==> src/rtl/axi_pkg.sv <==
// ---------------------------------------------------------------------------
// axi_pkg
// Shared definitions for the AXI read-side controller:
//   - default parameter widths (ID, address, data)
//   - FSM state encoding for axi_read_ctrl
//   - AXI burst type and response code constants
// ---------------------------------------------------------------------------
package axi_pkg;

    localparam int ID_W_DEF   = 8;
    localparam int ADDR_W_DEF = 12;
    localparam int DATA_W_DEF = 32;

    localparam logic [1:0] ST_IDLE = 2'b00;
    localparam logic [1:0] ST_ADDR = 2'b01;
    localparam logic [1:0] ST_DATA = 2'b10;

    localparam logic [1:0] BURST_INCR = 2'b01;
    localparam logic [1:0] RESP_OKAY  = 2'b00;

endpackage

==> src/rtl/axi_rd_cmd_reg.sv <==
// ---------------------------------------------------------------------------
// axi_rd_cmd_reg
// Command capture register for the AXI read controller. Latches the
// read command fields when 'load' is high and holds them until the next
// load or reset.
//
// Ports:
//   clk, rst_n        clock, asynchronous active-low reset
//   load              capture strobe (command accepted this cycle)
//   id/addr/len/size/burst           incoming command fields
//   cmd_id/cmd_addr/cmd_len/cmd_size/cmd_burst   registered fields
// ---------------------------------------------------------------------------
module axi_rd_cmd_reg
    import axi_pkg::*;
#(
    parameter int ID_W   = ID_W_DEF,
    parameter int ADDR_W = ADDR_W_DEF
) (
    input  logic              clk,
    input  logic              rst_n,
    input  logic              load,
    input  logic [ID_W-1:0]   id,
    input  logic [ADDR_W-1:0] addr,
    input  logic [7:0]        len,
    input  logic [2:0]        size,
    input  logic [1:0]        burst,
    output logic [ID_W-1:0]   cmd_id,
    output logic [ADDR_W-1:0] cmd_addr,
    output logic [7:0]        cmd_len,
    output logic [2:0]        cmd_size,
    output logic [1:0]        cmd_burst
);

    always_ff @(posedge clk or negedge rst_n) begin
        if (!rst_n) begin
            cmd_id    <= '0;
            cmd_addr  <= '0;
            cmd_len   <= '0;
            cmd_size  <= '0;
            cmd_burst <= '0;
        end else if (load) begin
            cmd_id    <= id;
            cmd_addr  <= addr;
            cmd_len   <= len;
            cmd_size  <= size;
            cmd_burst <= burst;
        end
    end

endmodule

==> src/rtl/axi_read_ctrl.sv <==
// ---------------------------------------------------------------------------
// axi_read_ctrl
// Single-outstanding AXI read controller. Accepts a read command from the
// load buffer, issues it on the AR channel, then forwards each accepted R
// beat to the load buffer one cycle later.
//
// Configuration macro:
//   AXI_RD_LEN_CHK_EN  defined   : burst ends when beat counter == len;
//                                  rd_err flags rlast/ID/response mismatches
//                      undefined : burst ends on the beat carrying rlast;
//                                  rd_err is tied low
//
// Ports:
//   clk, rst_n                 clock, asynchronous active-low reset
//   load_axi_ar*               command from load buffer (valid/ready)
//   axi_ar*                    AXI read address channel
//   axi_r*                     AXI read data channel
//   ctrl_sram_rvld/rdata/rlast registered beat forwarded to load buffer
//   rd_busy                    controller not idle
//   rd_err                     sticky error, cleared on next command accept
//
// States:
//   state | meaning
//   IDLE  | waiting for a command, load_axi_arready high
//   ADDR  | presenting command on AR channel
//   DATA  | accepting R beats until the terminating beat
// ---------------------------------------------------------------------------
module axi_read_ctrl
    import axi_pkg::*;
#(
    parameter int ID_W   = ID_W_DEF,
    parameter int ADDR_W = ADDR_W_DEF,
    parameter int DATA_W = DATA_W_DEF
) (
    input  logic              clk,
    input  logic              rst_n,
    input  logic              load_axi_arvalid,
    input  logic [ID_W-1:0]   load_axi_arid,
    input  logic [ADDR_W-1:0] load_axi_arraddr,
    input  logic [7:0]        load_axi_arlen,
    input  logic [2:0]        load_axi_arsize,
    input  logic [1:0]        load_axi_arburst,
    output logic              load_axi_arready,
    output logic              axi_arvalid,
    output logic [ID_W-1:0]   axi_arid,
    output logic [ADDR_W-1:0] axi_araddr,
    output logic [7:0]        axi_arlen,
    output logic [2:0]        axi_arsize,
    output logic [1:0]        axi_arburst,
    input  logic              axi_arready,
    input  logic              axi_rvalid,
    input  logic [ID_W-1:0]   axi_rid,
    input  logic [DATA_W-1:0] axi_rdata,
    input  logic [1:0]        axi_rresp,
    input  logic              axi_rlast,
    output logic              axi_rready,
    output logic              ctrl_sram_rvld,
    output logic [DATA_W-1:0] ctrl_sram_rdata,
    output logic              ctrl_sram_rlast,
    output logic              rd_busy,
    output logic              rd_err
);

    logic [1:0]        state;
    logic [1:0]        state_next;
    logic              cmd_accept;
    logic              beat;
    logic              beat_term;
    logic [7:0]        beat_cnt;
    logic [ID_W-1:0]   cmd_id;
    logic [ADDR_W-1:0] cmd_addr;
    logic [7:0]        cmd_len;
    logic [2:0]        cmd_size;
    logic [1:0]        cmd_burst;

    assign load_axi_arready = (state == ST_IDLE);
    assign cmd_accept       = load_axi_arvalid & load_axi_arready;
    assign axi_arvalid      = (state == ST_ADDR);
    assign axi_rready       = (state == ST_DATA);
    assign beat             = axi_rvalid & axi_rready;
    assign rd_busy          = (state != ST_IDLE);

    assign axi_arid    = cmd_id;
    assign axi_araddr  = cmd_addr;
    assign axi_arlen   = cmd_len;
    assign axi_arsize  = cmd_size;
    assign axi_arburst = cmd_burst;

    axi_rd_cmd_reg #(
        .ID_W   (ID_W),
        .ADDR_W (ADDR_W)
    ) u_cmd_reg (
        .clk       (clk),
        .rst_n     (rst_n),
        .load      (cmd_accept),
        .id        (load_axi_arid),
        .addr      (load_axi_arraddr),
        .len       (load_axi_arlen),
        .size      (load_axi_arsize),
        .burst     (load_axi_arburst),
        .cmd_id    (cmd_id),
        .cmd_addr  (cmd_addr),
        .cmd_len   (cmd_len),
        .cmd_size  (cmd_size),
        .cmd_burst (cmd_burst)
    );

`ifdef AXI_RD_LEN_CHK_EN
    // Equality compare only: len=255 ends on count 255, the wrap to 0 after
    // that beat is never observed.
    assign beat_term = (beat_cnt == cmd_len);
`else
    assign beat_term = axi_rlast;
`endif

    always_comb begin
        state_next = state;
        case (state)
            ST_IDLE: if (cmd_accept)       state_next = ST_ADDR;
            ST_ADDR: if (axi_arready)      state_next = ST_DATA;
            ST_DATA: if (beat & beat_term) state_next = ST_IDLE;
            default:                       state_next = ST_IDLE;
        endcase
    end

    always_ff @(posedge clk or negedge rst_n) begin
        if (!rst_n) begin
            state <= ST_IDLE;
        end else begin
            state <= state_next;
        end
    end

    always_ff @(posedge clk or negedge rst_n) begin
        if (!rst_n) begin
            beat_cnt <= '0;
        end else if (cmd_accept) begin
            beat_cnt <= '0;
        end else if (beat) begin
            beat_cnt <= beat_cnt + 8'd1;
        end
    end

    always_ff @(posedge clk or negedge rst_n) begin
        if (!rst_n) begin
            ctrl_sram_rvld  <= 1'b0;
            ctrl_sram_rlast <= 1'b0;
            ctrl_sram_rdata <= '0;
        end else begin
            ctrl_sram_rvld  <= beat;
            ctrl_sram_rlast <= beat & beat_term;
            if (beat) begin
                ctrl_sram_rdata <= axi_rdata;
            end
        end
    end

`ifdef AXI_RD_LEN_CHK_EN
    logic err_q;
    logic beat_bad;

    assign beat_bad = (axi_rlast != beat_term) | (axi_rid != cmd_id) |
                      (axi_rresp != RESP_OKAY);

    always_ff @(posedge clk or negedge rst_n) begin
        if (!rst_n) begin
            err_q <= 1'b0;
        end else if (cmd_accept) begin
            err_q <= 1'b0;
        end else if (beat & beat_bad) begin
            err_q <= 1'b1;
        end
    end

    assign rd_err = err_q;
`else
    // ID and response are not checked in this build.
    logic unused_rsp;
    assign unused_rsp = ^{axi_rid, axi_rresp};
    assign rd_err     = 1'b0;
`endif

endmodule

==> config.mk <==
export PLATFORM = sky130hd
export DESIGN_NAME = axi_read_ctrl
export DESIGN_NICKNAME = d
export VERILOG_FILES = /design/src/rtl/axi_pkg.sv /design/src/rtl/axi_rd_cmd_reg.sv /design/src/rtl/axi_read_ctrl.sv
export SDC_FILE = /design/constraint.sdc
export NUM_CORES = 1
export LEC_CHECK = 0
export ABC_AREA = 1
export BUFFER_PORTS_ARGS = -buffer_cell sky130_fd_sc_hd__buf_2
export CORE_AREA = 2 2 88 90
export DETAILED_ROUTE_END_ITERATION = 16
export DIE_AREA = 0 0 90 92
export PLACE_DENSITY = 0.84
export SYNTH_ARGS = -nofsm -noshare
export SYNTH_HDL_FRONTEND = slang
export SYNTH_SLANG_ARGS = --single-unit
==> constraint.sdc <==
create_clock -name clk -period 1.04 [get_ports clk]
set_input_delay 0.156 -clock clk [delete_from_list [all_inputs] [get_ports clk]]
set_output_delay 0.156 -clock clk [all_outputs]
set_load 0.05 [all_outputs]
Word-level counts from Yosys, hierarchy flattened
Cells that the tools add are included.
{"block": "classes", "eq_ne": 5, "mux": 4, "n_bitwise": 3, "reduce_logical": 3}
{"operator": "2-bit two-way mux", "count": 3}
{"operator": "2-bit by 1-bit inequality test with 1-bit output (second input constant)", "count": 3}
{"operator": "2-bit case mux with 3 select lines", "count": 1}
{"operator": "1-bit bitwise AND", "count": 3}
{"operator": "3-bit AND reduction", "count": 1}
{"operator": "2-bit by 1-bit equality test with 1-bit output (second input constant)", "count": 1}
{"operator": "2-bit equality test (second input constant)", "count": 1}
{"operator": "2-bit zero test", "count": 1}
{"operator": "2-bit nonzero test", "count": 1}
{"block": "word_totals", "ff_bits": 69, "input_bits": 81, "out_inout_bits": 72}

Longest topological paths before layout
{"block": "logic_depth", "ltp_word": 5, "mapped_depth": 6, "ltp_nobuf": 5}

Modules after synthesis
From an unflattened synthesis, not the netlist that was laid out.
{"block": "hier_totals", "hier_cells": 307, "area_unflattened_um2": 2839.0}
{"mod": "axi_read_ctrl", "n_inst": 1, "cells_per_inst": 167, "area_each_um2": 1534.0, "seq_area_each_um2": 900.9}
{"mod": "axi_rd_cmd_reg", "n_inst": 1, "cells_per_inst": 140, "area_each_um2": 1305.0, "seq_area_each_um2": 825.8}

Worst setup path before layout
OpenSTA, ideal clock, no wires.
{"block": "synth_timing", "path_kind": "register to register", "from": "reg state[1]", "to": "reg state[1]", "arrival_ns": 1.481, "path_slack_ns": -0.511, "path_stages_with_launch": 6, "n_path_buf": 1, "synth_period_minus_slack_ns": 1.551, "cell_sequence": "dfrtp_1 > buf_4 > inv_1 > nor2_1 > o21ai_0 > nand2_1"}
{"block": "synth_via", "elab_chain_len": 5, "elab_cells_between_ends": 11, "cone_classes": "eq/ne: 5; mux: 1; bitwise: 3; reduce/logical: 2"}
{"element": "start: declaration", "line": "axi_read_ctrl.sv:64", "source": "logic [1:0] state;"}
{"element": "start signal: assignment", "line": "axi_read_ctrl.sv:130", "source": "state <= state_next;"}
{"element": "2-bit equality test *", "line": "axi_read_ctrl.sv:79", "source": "assign axi_rready = (state == ST_DATA);"}
{"element": "via axi_rready", "line": "axi_read_ctrl.sv:56", "source": "output logic axi_rready,"}
{"element": "1-bit bitwise AND", "line": "axi_read_ctrl.sv:80", "source": "assign beat = axi_rvalid & axi_rready;"}
{"element": "1-bit bitwise AND", "line": "axi_read_ctrl.sv:121", "source": "ST_DATA: if (beat & beat_term) state_next = ST_IDLE;"}
{"element": "2-bit by 1-bit inequality test with 1-bit output (no line)"}
{"element": "3-bit AND reduction (no line)"}
Mark *: on every way through the listed nets, which the timed path passes. The rest lies on a longest branch.
A chain may end at the register's enable or synchronous reset.

Worst setup path in the final report
{"block": "layout_timing", "from": "reg state[0]", "to": "out rd_busy"}
{"block": "layout_via", "elab_chain_len": 1}
{"element": "2-bit nonzero test", "line": "axi_read_ctrl.sv:81", "source": "assign rd_busy = (state != ST_IDLE);"}
{"element": "end: declaration", "line": "axi_read_ctrl.sv:60", "source": "output logic rd_busy,"}
No other way between the ends.

==> impl_metrics.ini <==
[clock_network]
clk_latency_ns = 0.34
clk_pin_slew_ns = 0.08
cts_tree = done
cts_htree_levels = 3
cts_made_buffers = 9
cts_max_path_buffers = 2
clock_sinks = 69
cts-root-buf = clkbuf_8

[setup_path]
path_cells = nor2_8, clkinvlp_4, buf_8
cp_max_fo = 4
r2r_cells = 7
r2r_start = state[0]$_DFFE_PN0P_
cp_top_family = flip-flops
cp.arrival_ns = 1.26
critPathMaxStageDelay_ns = 0.49
reg2reg_to = u_cmd_reg.cmd_len[7]$_DFFE_PN0P_
cp_data_required_time_ns = 0.88
crit_path_end_kind = primary output
r2r_slack_ns = -0.35
critical_path_buf_inv_count = 2
path_class = reg2out
critPathLaunchType = flip-flop
slowest_stage = dfrtp_2

[place]
pre_cts_ws_ns = -0.227
port_buffers = 141
dp.final_hpwl_mm = 5.09
placed_cells = 540
gp_congestion = 0.741

[cells_and_area]
nets = 575
synthToLayoutAreaGrowth_pct = 75.4
drive_above_1_share_pct = 47.5
stdcell_count = 601
diodes = 0

[synthesis]
synth_nets = 388
synth_cells = 307
ys_seq_area_share_pct = 61.1
avgSynthCellArea_um2 = 9.21
yosys_warnings = 0
syn-cell-area_mm2 = 0.00283
yosysUniqueCellTypes = 17
ys_ff_latch = 69

[floorplanning]
pin_count = 153
die_area_mm2 = 0.00828
initial_core_util_pct = 38.0
dieWidth_um = 90
core-area_mm2 = 0.00745
die_h_um = 92
placementRows = 32

[power_and_ir_drop]
p_leak_uw = 0.00267
p_total_uw = 19800
p_per_area_mw_per_mm2 = 3990
max-vdd-ir-drop_uv = 2650

[grt]
grt_pass1_wl_mm = 13.9
grt_use_total_pct = 21.1
grt.overflow.total = 0
grt_pass1_vias = 2904
grt_max_degree = 70
antenna_found_initial = 0

[hold_path]
min_path_cells = 3
holdCritStartpoint = load_axi_arraddr[7]
hold_path.class = in2reg
min_to = u_cmd_reg.cmd_addr[7]$_DFFE_PN0P_

[sta]
rsz0062_at_grt = yes
holdWs_ns = 0.0464
final-hold-violation-count = 0
finalSetupViolations = 127
finalCriticalPeriod_ns = 1.41
min_period_over_period_pct = 136
max_freq_mhz = 708
clock_skew_ns = 0.0112
setup_slack_ns = -0.373
drv_slew = 0

[flow_run]
drv_cap = 0

[detailed_routing]
first_pass_iters = 4
wl_per_cell_um = 15.4
drt-total-wl_mm = 9.24
ant_nets = 0
vias_per_cell = 4.92
drc = 0
drt_iter0_markers = 89
vias = 2954

[run_status]
violations = negative setup slack
status = complete, but fails checks
[metrics by stage]
| stage | setup TNS, ns | cell area (µm²) | utilization, % |
|---|---|---|---|
| after CTS | -14.86 | 4590 | 61.6 |
| after global placement | -6.81 | 3670 | 49.3 |
| after floorplan | -1.62 | 2880 | - |
| final | -18.82 | 4960 | 66.6 |
| after global routing | -24.97 | 4960 | 66.6 |
| after detailed placement | -8.83 | 3670 | 49.3 |
[final cells by class]
cell class	count	area [µm²]
multi-input combinational	209	1040
timing repair buffer	198	1820
sequential	69	1730
clock buffer	11	151
fill	567	2490
inverter	7	38.8
clock inverter	5	58.8
tap	102	128
[worst max path at each step]
stage	from	cells past startpoint	endpoint
3_5_place_dp	state[1]$_DFFE_PN0P_	5	u_cmd_reg.cmd_id[7]$_DFFE_PN0P_
4_1_cts	state[1]$_DFFE_PN0P_	4	rd_busy
5_1_grt	state[1]$_DFFE_PN0P_	4	rd_busy
2_1_floorplan	state[0]$_DFFE_PN0P_	3	rd_busy
3_3_place_gp	state[1]$_DFFE_PN0P_	5	u_cmd_reg.cmd_id[1]$_DFFE_PN0P_
6_report	state[0]$_DFFE_PN0P_	3	rd_busy
[report_power, final]
| part | internal, µW | switching, µW |
|---|---|---|
| logic | 5050 | 7560 |
| registers | 3920 | 1000 |
| clock network | 1240 | 1010 |
| total | 10200 | 9570 |
[flip-flops by register name, summed over array words and instances (netlist names)]
| signal | cells |
|---|---|
| ctrl_sram_rdata | 32 |
| u_cmd_reg.cmd_addr | 12 |
| u_cmd_reg.cmd_id | 8 |
| u_cmd_reg.cmd_len | 8 |
| u_cmd_reg.cmd_size | 3 |
| state | 2 |
| u_cmd_reg.cmd_burst | 2 |
| ctrl_sram_rlast | 1 |
| ctrl_sram_rvld | 1 |
[cell usage after synthesis]
master | instances | area (µm²)
inv_1 | 6 | 22.5
nand2_4 | 1 | 11.3
buf_2 | 10 | 50.1
nand4_1 | 32 | 200
conb_1 | 1 | 3.75
nand3_1 | 33 | 165
buf_4 | 3 | 22.5
o21ai_0 | 2 | 10.0
nor2_1 | 2 | 7.51
buf_1 | 5 | 18.8
inv_2 | 1 | 3.75
buf_6 | 3 | 33.8
dfrtp_1 | 69 | 1730
nor2_8 | 1 | 20.0
nand3_4 | 1 | 17.5
nand2_1 | 133 | 499
clkbuf_1 | 4 | 15.0
[tightest hold or removal path, stage by stage]
cell     delay (ns)
buf_2          0.07
nand3_1        0.06
nand2_1        0.06
[logic make-up after synthesis]
kind of cell / share of synthesized area, %
and+or+nand+nor: 32.6
DFF: 61.1
buffers and inverters: 5.88
AOI/OAI and AO/OA: 0.354
other: 0.133
[layout by cell type (no fill, tap or decap), types with 2 or more instances in the layout]
master and n:
nand2_8 3, clkbuf_8 11, clkbuf_16 3, buf_6 74, clkinvlp_4 4, nand2_2 13
inv_1 4, nand4_1 32, nand2_1 120, dfrtp_1 68, dlygate4sd3_1 2, buf_8 5
buf_4 35, buf_2 70, buf_12 7, nand3_1 33
[per-layer routing]
layer  up-vias  wire length, µm  global-route usage [%]
met5         -                0                       0
met4         0              158                    8.85
met2       124             5110                    38.5
met3        14              444                    3.86
li1       1382                -                       -
met1      1434             3530                    24.4
[timing repair]
item                                   in CTS  in global routing
pin swaps                                   2                  2
hold buffers                                1                  1
cloned                                      3                  5
gates resized for setup                   163                 25
endpoints found under the hold margin      69                  1
setup buffers                              12                 23
setup endpoints to repair                 139                139
No activity file was read; power rests on OpenSTA's default activity.
